## config.mk

```make
export PLATFORM = sky130hd
export DESIGN_NAME = morse_key_ctrl
export DESIGN_NICKNAME = d
export VERILOG_FILES = /design/src/rtl/morse_pkg.sv /design/src/rtl/morse_sym_fifo.sv /design/src/rtl/morse_key_ctrl.sv
export SDC_FILE = /design/constraint.sdc
export NUM_CORES = 1
export LEC_CHECK = 0
export CORE_UTILIZATION = 59
export CTS_CLUSTER_SIZE = 30
export DETAILED_ROUTE_END_ITERATION = 10
export DONT_BUFFER_PORTS = 1
export PLACE_DENSITY = 0.75
export SYNTH_ARGS = -nofsm -noshare
export SYNTH_HDL_FRONTEND = slang
export SYNTH_HIERARCHICAL = 1
export SYNTH_SLANG_ARGS = --single-unit
```

## constraint.sdc

```tcl
create_clock -name Clock -period 6.85 [get_ports Clock]
set_clock_uncertainty 0.1 [all_clocks]
set_input_delay 1.37 -clock Clock [delete_from_list [all_inputs] [get_ports Clock]]
set_output_delay 1.37 -clock Clock [all_outputs]
set_load 0.05 [all_outputs]
```

## src/rtl/morse_pkg.sv

```systemverilog
// Shared types and constants for the Morse key controller.
// Symbol codes: 0-35 digit/letter, 36 DECODING, 37-39 intermediate.
package morse_pkg;

    typedef logic [5:0] sym_t;

    localparam sym_t MAX_VALID = 6'd35;
    localparam sym_t DECODING  = 6'd36;
    localparam sym_t SYM_LAST  = 6'd39;

    localparam logic [2:0] MAX_ELEMS = 3'd5;

    typedef enum logic [2:0] {
        ST_IDLE,
        ST_PRESS,
        ST_GAP,
        ST_COMMIT,
        ST_CLEAR
    } state_t;

    function automatic logic sym_ok(input sym_t code);
        return code <= MAX_VALID;
    endfunction

endpackage

```

## src/rtl/morse_sym_fifo.sv

```systemverilog
// Symbol queue between the key controller and its consumer.
// Push and pop in the same cycle both take effect, even when full.
module morse_sym_fifo
    import morse_pkg::*;
#(
    parameter int unsigned DEPTH = 4
) (
    input  logic Clock,
    input  logic Reset,
    input  logic push,
    input  logic pop,
    input  sym_t wdata,
    output sym_t rdata,
    output logic full,
    output logic empty
);

    localparam int unsigned AW = (DEPTH > 1) ? $clog2(DEPTH) : 1;
    localparam logic [AW:0] FULL_CNT = DEPTH[AW:0];

    sym_t          r_mem [DEPTH];
    logic [AW-1:0] r_wp;
    logic [AW-1:0] r_rp;
    logic [AW:0]   r_cnt;
    logic          w_wr;
    logic          w_rd;

    assign full  = (r_cnt == FULL_CNT);
    assign empty = (r_cnt == '0);
    assign w_wr  = push && (!full || pop);
    assign w_rd  = pop && !empty;
    assign rdata = r_mem[r_rp];

    always_ff @(posedge Clock) begin
        if (w_wr)
            r_mem[r_wp] <= wdata;
    end

    always_ff @(posedge Clock) begin
        if (Reset) begin
            r_wp  <= '0;
            r_rp  <= '0;
            r_cnt <= '0;
        end else begin
            if (w_wr)
                r_wp <= r_wp + 1'b1;
            if (w_rd)
                r_rp <= r_rp + 1'b1;
            if (w_wr && !w_rd)
                r_cnt <= r_cnt + 1'b1;
            else if (w_rd && !w_wr)
                r_cnt <= r_cnt - 1'b1;
        end
    end

endmodule

```

## src/rtl/morse_key_ctrl.sv

```systemverilog
// Morse key front end: times key presses into dot/dash pulses,
// commits the decoder result after a letter gap and queues it.
module morse_key_ctrl
    import morse_pkg::*;
#(
    parameter int unsigned MIN_PRESS  = 2,
    parameter int unsigned DASH_MIN   = 8,
    parameter int unsigned GAP_CYCLES = 16,
    parameter int unsigned FIFO_DEPTH = 4
) (
    input  logic Clock,
    input  logic Reset,
    input  logic key,
    input  sym_t symbol_in,
    output logic dot,
    output logic dash,
    output logic dec_reset,
    output logic sym_valid,
    output sym_t sym_data,
    input  logic sym_ready,
    output logic sym_err,
    output logic overflow
);

    localparam int unsigned CW = $clog2(DASH_MIN + 1);
    localparam int unsigned GW = $clog2(GAP_CYCLES + 1);

    state_t        r_state;
    logic          r_k1;
    logic          r_ks;
    logic [CW-1:0] r_cnt;
    logic [GW-1:0] r_gap;
    logic [2:0]    r_elems;
    logic          r_bad;
    logic          r_dot;
    logic          r_dash;
    logic          r_err;
    logic          r_ovf;

    logic          w_good;
    logic          w_push;
    logic          w_pop;
    logic          w_full;
    logic          w_empty;

    assign w_good = sym_ok(symbol_in) && !r_bad;
    assign w_push = (r_state == ST_COMMIT) && w_good;
    assign w_pop  = sym_ready && !w_empty;

    assign dot       = r_dot;
    assign dash      = r_dash;
    assign sym_err   = r_err;
    assign overflow  = r_ovf;
    assign dec_reset = (r_state == ST_CLEAR);
    assign sym_valid = !w_empty;

    always_ff @(posedge Clock) begin
        if (Reset) begin
            r_state <= ST_CLEAR;
            r_k1    <= 1'b0;
            r_ks    <= 1'b0;
            r_cnt   <= '0;
            r_gap   <= '0;
            r_elems <= '0;
            r_bad   <= 1'b0;
            r_dot   <= 1'b0;
            r_dash  <= 1'b0;
            r_err   <= 1'b0;
            r_ovf   <= 1'b0;
        end else begin
            r_k1   <= key;
            r_ks   <= r_k1;
            r_dot  <= 1'b0;
            r_dash <= 1'b0;
            r_err  <= 1'b0;
            if (w_push && w_full && !w_pop)
                r_ovf <= 1'b1;
            unique case (r_state)
                ST_IDLE: begin
                    if (r_ks) begin
                        r_state <= ST_PRESS;
                        r_cnt   <= CW'(1);
                    end
                end
                ST_PRESS: begin
                    if (r_ks) begin
                        if (r_cnt != CW'(DASH_MIN))
                            r_cnt <= r_cnt + 1'b1;
                    end else if (r_cnt < CW'(MIN_PRESS)) begin
                        r_state <= (r_elems != '0) ? ST_GAP : ST_IDLE;
                    end else begin
                        r_state <= ST_GAP;
                        r_gap   <= '0;
                        // A sixth element is swallowed; the letter is spoiled.
                        if (r_elems == MAX_ELEMS) begin
                            r_bad <= 1'b1;
                        end else begin
                            r_elems <= r_elems + 1'b1;
                            r_dash  <= (r_cnt >= CW'(DASH_MIN));
                            r_dot   <= (r_cnt < CW'(DASH_MIN));
                        end
                    end
                end
                ST_GAP: begin
                    if (r_ks) begin
                        r_state <= ST_PRESS;
                        r_cnt   <= CW'(1);
                    end else if (r_gap == GW'(GAP_CYCLES - 1)) begin
                        r_state <= ST_COMMIT;
                    end else begin
                        r_gap <= r_gap + 1'b1;
                    end
                end
                ST_COMMIT: begin
                    r_err   <= !w_good;
                    r_state <= ST_CLEAR;
                end
                ST_CLEAR: begin
                    r_elems <= '0;
                    r_bad   <= 1'b0;
                    r_state <= ST_IDLE;
                end
                default: r_state <= ST_CLEAR;
            endcase
        end
    end

    morse_sym_fifo #(
        .DEPTH (FIFO_DEPTH)
    ) u_fifo (
        .Clock (Clock),
        .Reset (Reset),
        .push  (w_push),
        .pop   (sym_ready),
        .wdata (symbol_in),
        .rdata (sym_data),
        .full  (w_full),
        .empty (w_empty)
    );

endmodule

```

* Word level (Yosys, flattened, before mapping)
Memory sizes are Yosys's and may differ from the RTL's. A register that Yosys moved wholly into a read port is not among the register bits.
Index checks and enable logic that the tools add are counted.
** Word-level totals
- Memory bits (writable) :: 24
- Flip-flop bits (word level) :: 29
- Word-level logic and storage cells :: 107
- Output and inout port bits :: 12
- Input bits :: 10
- Memories :: 1
** Operators by class
- $add $sub $neg :: 7
- Equality and inequality tests :: 19
- Bitwise gates (word level) :: 2
- Multiplexer cells :: 30
- Reductions and logical operators :: 30
- Magnitude comparators :: 4
** Memories
- u_fifo.r_mem :: depth 4, bits a word 6, read ports 1, clocked after Yosys merged registers in 1, wr ports 1, line morse_sym_fifo.sv:21 : sym_t r_mem [DEPTH];
** Operators by type and width (number)
- $mux W3 :: 9
- $mux W5 :: 4
- $ne A2 B2 Y1 const B :: 9
- $mux W4 :: 3
- $pmux W3 S4 :: 1
- $reduce_and A4 Y1 :: 3
- $pmux W5 S2 :: 1
- $eq A3 B3 Y1 const B :: 3
- $logic_and A1 B1 Y1 :: 8
- $mux W2 :: 4
- $pmux W4 S2 :: 1
- $reduce_bool A2 Y1 :: 4
- $add A3 B1 Y3 const B :: 2
- $eq A3 B2 Y1 const B :: 2
- $le A6 B6 Y1 const B :: 1
- $logic_not A1 Y1 :: 6
- $logic_not A3 Y1 :: 2
- $pmux W3 S2 :: 1
- $add A5 B1 Y5 const B :: 1
- $eq A5 B4 Y1 const B :: 1
- $mux W1 :: 5
- $reduce_and A5 Y1 :: 1
- $reduce_or A5 Y1 :: 1
- $add A2 B1 Y2 const B :: 2
- 15 further kinds :: 17

* Depth between registers and ports, before layout
- Depth in word-level cells :: 8
- Gate-level depth with buffers :: 10
- Gate-level depth less buffers :: 9

* Hierarchy
Netlist, hierarchy kept.
** By module, submodules not included
- morse_sym_fifo :: area each 1343.8 µm², seq. area each 900.9 µm², instances 1, cells an instance 79
- morse_key_ctrl :: area each 1096.1 µm², seq. area each 440.4 µm², instances 1, cells an instance 116

* Worst setup path before layout
OpenSTA, ideal clock, no wires.
- Path kind :: in2reg
- From :: input port symbol_in[3]
- To :: register u_fifo.r_cnt[2]
- Stages :: 9
- Setup slack :: 3.131 ns
- Arrival time :: 3.549 ns
- Path buffers :: 0
- Setup time :: 0.070 ns
- Data required time :: 6.680 ns
- Cell sequence :: o31a_1 nor4_1 a21boi_2 ha_1 inv_1 fa_1 xor2_1 or3_2 a21oi_1
** Between the ends
- Cells in the longest elaborated chain, start to end :: 7
- Elaborated cells on any way between the ends :: 9
- Classes of those cells :: order compare: 1; mux: 1; reduce/logical: 7
** RTL lines
- start: declaration :: line morse_key_ctrl.sv:14 : input sym_t symbol_in,
- $le A6 B6 Y1 * :: line morse_pkg.sv:22 : return code <= MAX_VALID;
- $logic_and A1 B1 Y1 * :: line morse_key_ctrl.sv:46 : assign w_good = sym_ok(symbol_in) && !r_bad;
- $logic_and A1 B1 Y1 * :: line morse_key_ctrl.sv:47 : assign w_push = (r_state == ST_COMMIT) && w_good;
- net w_push :: line morse_key_ctrl.sv:41 : logic w_push;
- $logic_and A1 B1 Y1 * :: line morse_sym_fifo.sv:30 : assign w_wr = push && (!full || pop);
- net u_fifo.w_wr :: line morse_sym_fifo.sv:25 : logic w_wr;
- $logic_not A1 Y1 :: line morse_sym_fifo.sv:51 : else if (w_rd && !w_wr)
- $logic_and A1 B1 Y1 :: line morse_sym_fifo.sv:51
- $reduce_bool A2 Y1 (no line)
- end signal: assignment :: line morse_sym_fifo.sv:50 : r_cnt <= r_cnt + 1'b1;
- end signal: assignment :: line morse_sym_fifo.sv:52 : r_cnt <= r_cnt - 1'b1;
- end: declaration :: line morse_sym_fifo.sv:24 : logic [AW:0] r_cnt;
Mark *: on every way through the listed nets, which the timed path passes. The rest lies on a longest branch.
A chain may end at the register's enable or synchronous reset.

* Worst setup path in the final report
Ends and elaborated chain as after synthesis.

==> run summary <==
final setup violation count - 0
pre-CTS worst setup slack - 2919 ps
Worst Reg-to-Reg Cells - 9
sequential element share of the synthesized area - 54.97%
worst slew pin tran - 902.4 ps
source-to-sink clock delay at the later pin of the worst-skew pair - 300 ps
total of buffers placed on input and output ports - 0
drt drc - 0
number of instances on the worst hold path - 1
clock transition at the register clock pins on the worst setup and hold paths after CTS - 100 ps
largest vdd supply drop - 148.9 uV
number of buffers inserted during clock tree synthesis - 5
Post-CTS Resized - 0
detailed-placement wirelength estimate - 3012 um
initial drt markers - 72
layout cell share with drive strength beyond 1 - 16.84%
overall power after layout - 709.1 uW
commonest cells after routing, fill and taps aside - 31 x sky130_fd_sc_hd__dfxtp_1, 24 x sky130_fd_sc_hd__edfxtp_1, 18 x sky130_fd_sc_hd__nor2_1, 11 x sky130_fd_sc_hd__inv_1, 11 x sky130_fd_sc_hd__ha_1
Routed met1 length - 1631 um
clk sink count - 55
final hold violation count - 0
slowest stage delay, CP - 420 ps
main combinational cell family by area after synthesis - simple AND/OR/NAND/NOR gates
synthesized area per cell - 12.51 sq um
die boundary height - 66.31 um
Core ar. - 3971 sq um
number of flip-flops and latches in the synthesized netlist - 55
setup total negative slack - 0 ps
Max clock buf depth - 2
max layer used - met4
total met2 wirelength after detailed routing - 2251 um
weighted congestion at the end of routability-driven global placement - 0.7572
unique cell type count in the Yosys netlist - 55
post-synthesis cell count - 195
cell with the largest stage delay on the worst path - sky130_fd_sc_hd__or3_2
routed len/inst - 16.87 um
Data arrival, critical path - 3780 ps
list of cells traversed by the critical path - o31a_1 -> nor4_1 -> a21boi_2 -> ha_1 -> inv_1 -> fa_1 -> xor2_1 -> or3_2 -> a21oi_1
parity-gate share of the synthesized area counting xor and xnor cells - 1.795%
area fraction in compound gates after synthesis - 9.333%
multiplexer area fraction after synthesis - 7.846%
status - complete, no violations
share of the clock period used by the worst path - 53.08%
root buf cell - sky130_fd_sc_hd__clkbuf_8
worst setup path class - in2reg
final global-route overflow total - 0
number of fill cells - 294
warnings from Yosys - 6
WP data required - 6990 ps
Met3 Wirelength - 191 um
die outline area - 4396 sq um
aggregate global-route resource usage - 21.59%
CP Max Fanout - 7
Post-Syn Nets - 217
std cell rows - 23
vias in the first global route - 1511
Antenna Violating Nets Remaining - 0
number of synthesized flops with an enable pin - 24
launching element type of the critical path - input port
Setup WS post-layout - 3214 ps
CTS tree - yes
area fraction in and, or, nand and nor cells after synthesis - 16.41%
number of maximum-capacitance violations - 0
CP bufs+invs - 1
DRT Wirelength - 4149 um
relative area change from synthesis to final layout - 6.257%
number of buffers inserted to repair setup after CTS - 0
remaining max-slew budget at the tightest pin - 39.58%
top cell family by delay on the critical path - compound AO/OA/AOI/OAI gates
Hold-fix buffers, CTS - 0
DRT Pass-1 Iters - 4
width of the die - 66.31 um
fin crit period - 3636 ps
proportion of register bits with asynchronous set or reset after synthesis - 0%
top_reg_cell synth - sky130_fd_sc_hd__dfxtp_1
leakage power total - 0.9005 nW
most common library cell in the layout ignoring fill and taps - sky130_fd_sc_hd__dfxtp_1
stages on the worst setup path - 9
worst min-delay path class - reg2reg
effective utilization at floorplan - 61.44%
vias after detailed routing - 1493
count of final max-slew check failures - 0
wire length of the first global-routing pass - 6927 um
initial antenna violation count - 0
Max Freq - 275.0 MHz
mapped cell area - 2440 sq um
Worst Setup End Kind - register
io pins - 22
power per standard cell area - 273.5 nW/um^2
pin count of the biggest net entering global routing - 27
nets - 217
antenna fix cells - 0
setup repair after global routing missed its margin - false
Synth Area in Adders - 6.462%
H-tree lvl count - 2
DR vias/cell - 6.069
-- per-layer routing --
| layer | track usage (%) | vias up |
|---|---|---|
| li1 | - | 717 |
| met1 | 22.96 | 725 |
| met2 | 39.92 | 43 |
| met3 | 6.034 | 8 |
| met4 | 8.245 | 0 |
| met5 | 0 | - |
-- synthesized netlist by cell type, types with 5 or more instances --
library cell                n  area [sq um]
sky130_fd_sc_hd__edfxtp_1  24         720.7
sky130_fd_sc_hd__dfxtp_1   31         620.6
sky130_fd_sc_hd__nor2_1    18         67.56
sky130_fd_sc_hd__ha_1      11         137.6
sky130_fd_sc_hd__mux4_2     6         135.1
sky130_fd_sc_hd__inv_1     11         41.29
sky130_fd_sc_hd__a21oi_1    6         30.03
sky130_fd_sc_hd__nand2_1    5         18.77
sky130_fd_sc_hd__o21ai_1    5         25.02
-- report_power, final --
part	internal (mW)	leakage [nW]	switching [mW]	total, mW
logic	0.0362	0.372	0.0734	0.110
clock network	0.120	0.0618	0.104	0.225
registers	0.354	0.467	0.0211	0.375
-- layout make-up --
| type | instances | area, sq um | area share [%] |
|---|---|---|---|
| Multi-Input combinational cell | 122 | 1026 | 39.58 |
| Inverter | 11 | 41.29 | 1.593 |
| Clock inverter | 2 | 38.79 | 1.496 |
| Clock buffer | 6 | 82.58 | 3.185 |
| Tap cell | 50 | 62.56 | 2.413 |
| Sequential cell | 55 | 1341 | 51.74 |
-- cell families after synthesis --
| family | count (synthesis) |
|---|---|
| buffers and inverters | 18 |
| multiplexers | 11 |
| adder cells (fa/ha/maj) | 12 |
| AO/OA/AOI/OAI | 32 |
| AND/OR/NAND/NOR | 62 |
| XOR/XNOR | 5 |
| flip-flops | 55 |
-- flip-flops by register name, summed over array words and instances (netlist names), named ones only --
signal / flops
u_fifo/r_cnt: 3
dot: 1
r_state: 3
r_bad: 1
u_fifo/r_mem: 24
r_cnt: 4
u_fifo/r_rp: 2
r_ks: 1
overflow: 1
r_gap: 5
r_elems: 3
dash: 1
r_k1: 1
sym_err: 1
u_fifo/r_wp: 2
-- stage by stage --
stage | instances | util [%] | hold slack, ps | instance area, sq um
global route | 246 | 65.28 | 361.5 | 2592
floorplan | 195 | - | 313.8 | 2440
detailed placement | 238 | 62.22 | 323.1 | 2471
global placement | 238 | 62.22 | 329.7 | 2471
finish | 246 | 65.28 | 348.7 | 2592
CTS | 246 | 65.28 | 351.7 | 2592
-- worst paths after layout --
| path | endpoint | from | slack, ps |
|---|---|---|---|
| min reg2reg | r_ks | r_k1 | 350 |
| max | u_fifo/r_cnt[2] | symbol_in[3] | 3210 |
| max reg2reg | u_fifo/r_cnt[2] | r_state[1] | 3890 |
| min | r_ks | r_k1 | 350 |
Power figures use the tool's default switching activity.
